File: src/rtl/puzzle_stage_fsm.sv
`timescale 1ns/1ps
// Purpose : stage progression controller for the puzzle map (trigger tiles, redraw handshake, goal detect).
// Latency : stage/redraw_req/stage_changed/finished update on the clock edge after the qualifying input cycle.
// Backpressure: no stage change is taken while a redraw is outstanding; the drawer releases it with done_redraw.
// Optional build macro MOVE_COUNTER_EN adds a saturating 16-bit count of stage-changing activations.
module puzzle_stage_fsm #(
    parameter int NUM_STAGES = 4,
    parameter int X_W        = 9,
    parameter int Y_W        = 8,
    parameter int HIT_TOL    = 2,
    parameter int SW         = (NUM_STAGES > 1) ? $clog2(NUM_STAGES) : 1
) (
    input  logic                      clock,
    input  logic                      reset,
    input  logic                      activate,
    input  logic                      sprite_dead,
    input  logic                      done_redraw,
    input  logic [X_W-1:0]            char_x,
    input  logic [Y_W-1:0]            char_y,
    input  logic [NUM_STAGES*X_W-1:0] fwd_x,
    input  logic [NUM_STAGES*Y_W-1:0] fwd_y,
    input  logic [NUM_STAGES*X_W-1:0] back_x,
    input  logic [NUM_STAGES*Y_W-1:0] back_y,
    input  logic [X_W-1:0]            goal_x,
    input  logic [Y_W-1:0]            goal_y,
    output logic [SW-1:0]             stage,
    output logic                      redraw_req,
    output logic                      stage_changed,
    output logic                      finished,
    output logic [15:0]               move_count
);

    typedef enum logic [1:0] {
        REDRAW = 2'd0,
        PLAY   = 2'd1,
        DONE   = 2'd2
    } state_t;

    localparam logic [SW-1:0]  LAST  = SW'(NUM_STAGES - 1);
    localparam logic [X_W:0]   TOL_X = (X_W + 1)'(HIT_TOL);
    localparam logic [Y_W:0]   TOL_Y = (Y_W + 1)'(HIT_TOL);

    state_t state;
    logic   armed;

    logic [X_W-1:0] fwd_tx;
    logic [Y_W-1:0] fwd_ty;
    logic [X_W-1:0] back_tx;
    logic [Y_W-1:0] back_ty;
    logic           fwd_hit;
    logic           back_hit;
    logic           goal_hit;
    logic           accept;

    // Absolute distance one bit wider than the coordinate, so 0 vs max never wraps into a match.
    function automatic logic near_x(input logic [X_W-1:0] a, input logic [X_W-1:0] b);
        logic [X_W:0] d;
        if (a >= b) d = {1'b0, a} - {1'b0, b};
        else        d = {1'b0, b} - {1'b0, a};
        return (d <= TOL_X);
    endfunction

    function automatic logic near_y(input logic [Y_W-1:0] a, input logic [Y_W-1:0] b);
        logic [Y_W:0] d;
        if (a >= b) d = {1'b0, a} - {1'b0, b};
        else        d = {1'b0, b} - {1'b0, a};
        return (d <= TOL_Y);
    endfunction

    // Select the current stage's trigger tiles and evaluate every tile match for this cycle.
    always_comb begin
        fwd_tx   = fwd_x[int'(stage) * X_W +: X_W];
        fwd_ty   = fwd_y[int'(stage) * Y_W +: Y_W];
        back_tx  = back_x[int'(stage) * X_W +: X_W];
        back_ty  = back_y[int'(stage) * Y_W +: Y_W];
        fwd_hit  = (stage != LAST) && near_x(char_x, fwd_tx) && near_y(char_y, fwd_ty);
        back_hit = (stage != '0) && near_x(char_x, back_tx) && near_y(char_y, back_ty);
        goal_hit = (stage == LAST) && near_x(char_x, goal_x) && near_y(char_y, goal_y);
        accept   = (state == PLAY) && activate && armed;
    end

    // Stage FSM: redraw handshake, death restart, goal completion and debounced trigger moves.
    always_ff @(posedge clock) begin
        if (reset) begin
            state         <= REDRAW;
            stage         <= '0;
            redraw_req    <= 1'b1;
            stage_changed <= 1'b0;
            finished      <= 1'b0;
            armed         <= 1'b0;
        end else begin
            case (state)
                REDRAW: begin
                    stage_changed <= 1'b0;
                    armed         <= 1'b0;
                    redraw_req    <= 1'b1;
                    if (done_redraw) begin
                        state      <= PLAY;
                        redraw_req <= 1'b0;
                    end
                end
                PLAY: begin
                    stage_changed <= 1'b0;
                    if (sprite_dead) begin
                        stage         <= '0;
                        state         <= REDRAW;
                        redraw_req    <= 1'b1;
                        armed         <= 1'b0;
                        stage_changed <= (stage != '0);
                    end else if (goal_hit) begin
                        state    <= DONE;
                        finished <= 1'b1;
                    end else if (accept) begin
                        armed <= 1'b0;
                        if (fwd_hit) begin
                            stage         <= stage + 1'b1;
                            state         <= REDRAW;
                            redraw_req    <= 1'b1;
                            stage_changed <= 1'b1;
                        end else if (back_hit) begin
                            stage         <= stage - 1'b1;
                            state         <= REDRAW;
                            redraw_req    <= 1'b1;
                            stage_changed <= 1'b1;
                        end
                    end else if (!activate) begin
                        armed <= 1'b1;
                    end
                end
                DONE: begin
                    // Terminal: every output holds until reset.
                end
                default: begin
                    state      <= REDRAW;
                    stage      <= '0;
                    redraw_req <= 1'b1;
                    armed      <= 1'b0;
                end
            endcase
        end
    end

`ifdef MOVE_COUNTER_EN
    logic        move_ok;
    logic [15:0] move_cnt;

    assign move_ok = accept && !sprite_dead && !goal_hit && (fwd_hit || back_hit);

    // Saturating count of activations that actually moved the stage; only reset clears it.
    always_ff @(posedge clock) begin
        if (reset) begin
            move_cnt <= 16'h0000;
        end else if (move_ok && (move_cnt != 16'hFFFF)) begin
            move_cnt <= move_cnt + 16'h0001;
        end
    end

    assign move_count = move_cnt;
`else
    assign move_count = 16'h0000;
`endif

endmodule

File: config.mk
export PLATFORM = sky130hd
export DESIGN_NAME = puzzle_stage_fsm
export DESIGN_NICKNAME = d
export VERILOG_FILES = /design/src/rtl/puzzle_stage_fsm.sv
export SDC_FILE = /design/constraint.sdc
export NUM_CORES = 1
export LEC_CHECK = 0
export ABC_CLOCK_PERIOD_IN_PS = 14050
export CAP_MARGIN = 40
export CORE_MARGIN = 4
export CORE_UTILIZATION = 45
export CTS_CLUSTER_DIAMETER = 100
export DETAILED_ROUTE_END_ITERATION = 8
export DONT_BUFFER_PORTS = 1
export HOLD_SLACK_MARGIN = 0.06
export PLACE_DENSITY = 0.7
export REMOVE_ABC_BUFFERS = 1
export SYNTH_ARGS = -nofsm -noshare
export SYNTH_HDL_FRONTEND = slang
export SYNTH_SLANG_ARGS = --single-unit
File: constraint.sdc
create_clock -name clock -period 14.05 [get_ports clock]
set_input_delay 2.81 -clock clock [delete_from_list [all_inputs] [get_ports clock]]
set_output_delay 2.81 -clock clock [all_outputs]
set_load 0.01 [all_outputs]
==> summary by stage <==
Status
The run finished with clean final reports.

CTS
The H-tree depth reported by CTS is 1. For this design, the CTS-stage hold fixing added 0 buffers. The number of sinks handled by clock tree synthesis is 8. Once the clock tree was built, the resizer swapped 0 gates to a different size.

The clock passes through at most 2 buffers. TritonCTS built the clock tree. The master cell of the clock root buffer is clkbuf_16. Post-CTS timing repair inserted 0 buffers for setup.

The number of clock buffers added by TritonCTS is 3. Clock-pin slew was measured on the worst setup and hold paths at 0.04 ns. At the later pin of the worst-skew pair, clock insertion delay measures between 0.2 and 0.25 ns.

Yosys
The area share of the largest cell type after synthesis is roughly a fifth. The prevailing post-synth register cell is dfxtp_1. The number of synthesized register bits is 8. The number of enable flip-flop cells after synthesis is 0. The sequential share of the synthesized area is under 10%. Yosys mapped the design onto around 90 distinct sky130hd cell types. Yosys printed 0 warnings. The biggest area consumer among synthesized cells is ha_1.

The post-synthesis instance total is between 800 and 900. The cell area that synthesis handed to floorplanning was 0.00652 mm^2. The synthesized area divided by synthesized cell count is 7.85 um^2. Ranked by total cell area, the synthesized netlist is headed by ha_1 20%, mux4_2 12%, inv_1 5.0%. The proportion of register bits with asynchronous set or reset after synthesis is 0%.

Global route
The total congestion overflow after global routing is 0. The number of global-route vias before repair is ~5600. The initial antenna violation count came to 0.

Entering global routing, the biggest net connects 44 pins. The global-route usage over all layers is approximately a fifth. The first global-routing pass estimated around 29 mm of wire.

Timing
Setup repair after global routing left no endpoint under its margin. Subtracting the final worst setup slack from the clock period gives 6.22 ns. Setup violations remaining at the end of the flow were counted as 0. The number of max-slew violations in the final report is 0. The post-route fraction of the period consumed by the critical path is ~44%.

The post-route clock skew is between 0.003 and 0.004 ns. Hold is met by 0.510 ns. The worst slew margin relative to its limit is 43.5%.

The peak clock frequency supported by timing is ~0.16 GHz. The final hold violation count is 0. The post-route setup TNS is 0 ns. The transition time of the tightest slew-check pin is about 0.85 ns.

Routing
The average wire per cell in the routed design is about 19 um. The total detailed-routing wirelength is 18.7 mm. Before antenna repair, the detailed router went through 7 iterations.

Across all layers, the routed design uses a little over 6000 vias. In the routed design, unresolved DRC markers number 0. The count of nets left with antenna violations once routing finished came out at 0. After detailed routing, the number of vias per cell comes to 6.23. The detailed router finished its first iteration with 495 violations.

Floorplanning
The area of the core region is 0.0140 mm^2. The vertical extent of the die is 128 um. The count of standard-cell rows is 43. The number of top-level design ports is 196. The die outline width is around 130 um. The effective utilization at floorplan is a little under half.

The floorplan step defined a die boundary enclosing around 0.016 mm^2.

Worst setup path
The worst setup path is launched from an input port. The data required time of the critical path is between 10 and 15 ns. Of all nets on the critical path, the largest fanout is 11. The endpoint arrival time on the critical path is 6.37 ns. The critical path class is input port to flop. The worst setup path is captured at a flop.

Final layout
The finished cells cover approximately 0.0066 mm^2. In the layout the commonest cells are 102 x ha_1, 87 x inv_1, 57 x a21oi_1. After the last flow step, the layout net total stands at about 1100. The number of diodes is 0.

Counting the fill cells in the layout gives 1395. The area taken by flip-flops and latches is around 170 um^2. The most frequent standard cell in the layout excluding fill and tap cells is ha_1.

The fraction of final layout cells sized beyond drive strength 1 is approximately 8.8%. The multi-input combinational cells in the finished layout cover a total of around 0.0058 mm^2. Compared with the post-synthesis result, the final layout area differs by 0.537%.

Pwr
Summed over all cells, the static leakage comes to approximately 2.8 nW. Combinational cells account for between 70% and 80% of the total power. The cell area power density is about 47 mW/mm^2. Across the VDD grid, the largest voltage drop is 0.0000313 V. The part of the power in the clock network is roughly 16%. The internal power consumption is roughly 0.00016 W.

In this run, flip-flops and latches consume 7.7% of the power. The switching power summed over all nets is ~0.00015 W. Of the total power, the share spent switching nets is roughly 47%.

Place
In this run the cell area measured after placement is around 0.0065 mm^2. The global placer's final weighted congestion is around 0.96. The half-perimeter wire length after detailed placement is ~15 mm.

Input and output buffers added on the ports amount to 0.

Min path
The tightest min-delay check is of the flop to flop type.

Job
The number of max-capacitance violations reported is 0.
==> cell type report <==
class,count,share of cell area [%]
multi-input combinational,694,87.7
inverter,87,4.98
tap,180,3.44
sequential,8,2.52
clock buffer,4,1.20
timing repair buffer,1,0.115
==> cell families (layout without fill, tap and decap cells) <==
logic type	Yosys count	in the layout	synth area share, %
simple gates	238	238	20.1
compound gates	237	237	24.3
buf+inv	144	92	10.2
flops	8	8	2.46
fa+ha+maj	114	114	23.3
other cells	1	16	0.0575
xor+xnor	33	33	4.43
mux	56	56	15.2
==> synthesized netlist by cell type, types with 5 or more instances <==
library cell,n
buf_2,6
a31oi_1,11
or2_2,7
o221ai_1,5
buf_4,17
nand2b_1,20
o21ai_0,43
o211ai_1,5
o22ai_1,10
nor2_1,51
a21oi_1,57
o21a_1,10
nand2_1,38
clkbuf_1,24
xor2_1,10
xnor2_1,23
ha_1,102
or4_1,7
nand4_1,8
mux4_2,34
o31ai_1,7
nor4_1,6
nor2b_1,19
nor3b_1,7
nand4b_1,5
mux2i_1,17
dfxtp_1,8
a211oi_1,11
fa_1,12
nand3_1,24
nor3_1,15
o21bai_1,6
inv_1,87
a21o_1,20
o2111ai_1,6
==> power by group through the flow <==
stage | Clock, W | Sequential (W) | Combinational, W
5_1_grt | 0.0000513 | 0.0000239 | 0.000262
4_1_cts | 0.0000496 | 0.0000238 | 0.000232
6_report | 0.0000484 | 0.0000239 | 0.000236
3_3_place_gp | 0 | 0.0000242 | 0.000230
3_5_place_dp | 0 | 0.0000242 | 0.000230
2_1_floorplan | 0 | 0.0000242 | 0.000188
==> state kept, by name (all words and copies together), names as in the netlist <==
| register | flops |
|---|---|
| stage | 2 |
| state | 2 |
| armed | 1 |
| finished | 1 |
| redraw_req | 1 |
| stage_changed | 1 |
==> worst max-delay path, stage by stage <==
cell and delay (ns):
mux4_2 0.46, ha_1 0.42, a21o_1 0.22, a21oi_1 0.29, o21ai_0 0.30, nor4b_1 0.42
nor3_1 0.07, nand4bb_1 0.28, nor4_1 0.47, a32oi_1 0.21, o31a_1 0.29, o22ai_1 0.13
==> stage by stage <==
step                total power [W]  std cells  setup WS [ns]  util (%)
global placement           0.000254        970           7.71      46.1
CTS                        0.000305        974           7.86      46.7
global route               0.000337        974           7.47      46.7
floorplan                  0.000212        789           8.10         -
finish                     0.000308        974           7.83      46.7
detailed placement         0.000254        970           7.66      46.1
==> layer usage <==
metal | routed length [um] | vias up | track usage, % | part of all wire, %
met4 | 431 | 0 | 5.06 | 2.3
met3 | 1620 | 34 | 4.98 | 8.7
li1 | - | 2946 | - | -
met5 | 0 | - | 0 | 0
met1 | 7910 | 2839 | 28.5 | 42
met2 | 8700 | 252 | 34.4 | 47
==> path summary, 6_finish.rpt <==
| check | startpoint | endpoint | slack, ns | cells after the start |
|---|---|---|---|---|
| setup / recovery | fwd_y[30] | stage_changed | 7.83 | 12 |
| hold / removal | armed | armed | 0.51 | 2 |
| hold reg to reg | armed | armed | 0.51 | 2 |
| setup reg to reg | stage[1] | stage_changed | 9.32 | 13 |
Power figures use the tool's default switching activity.
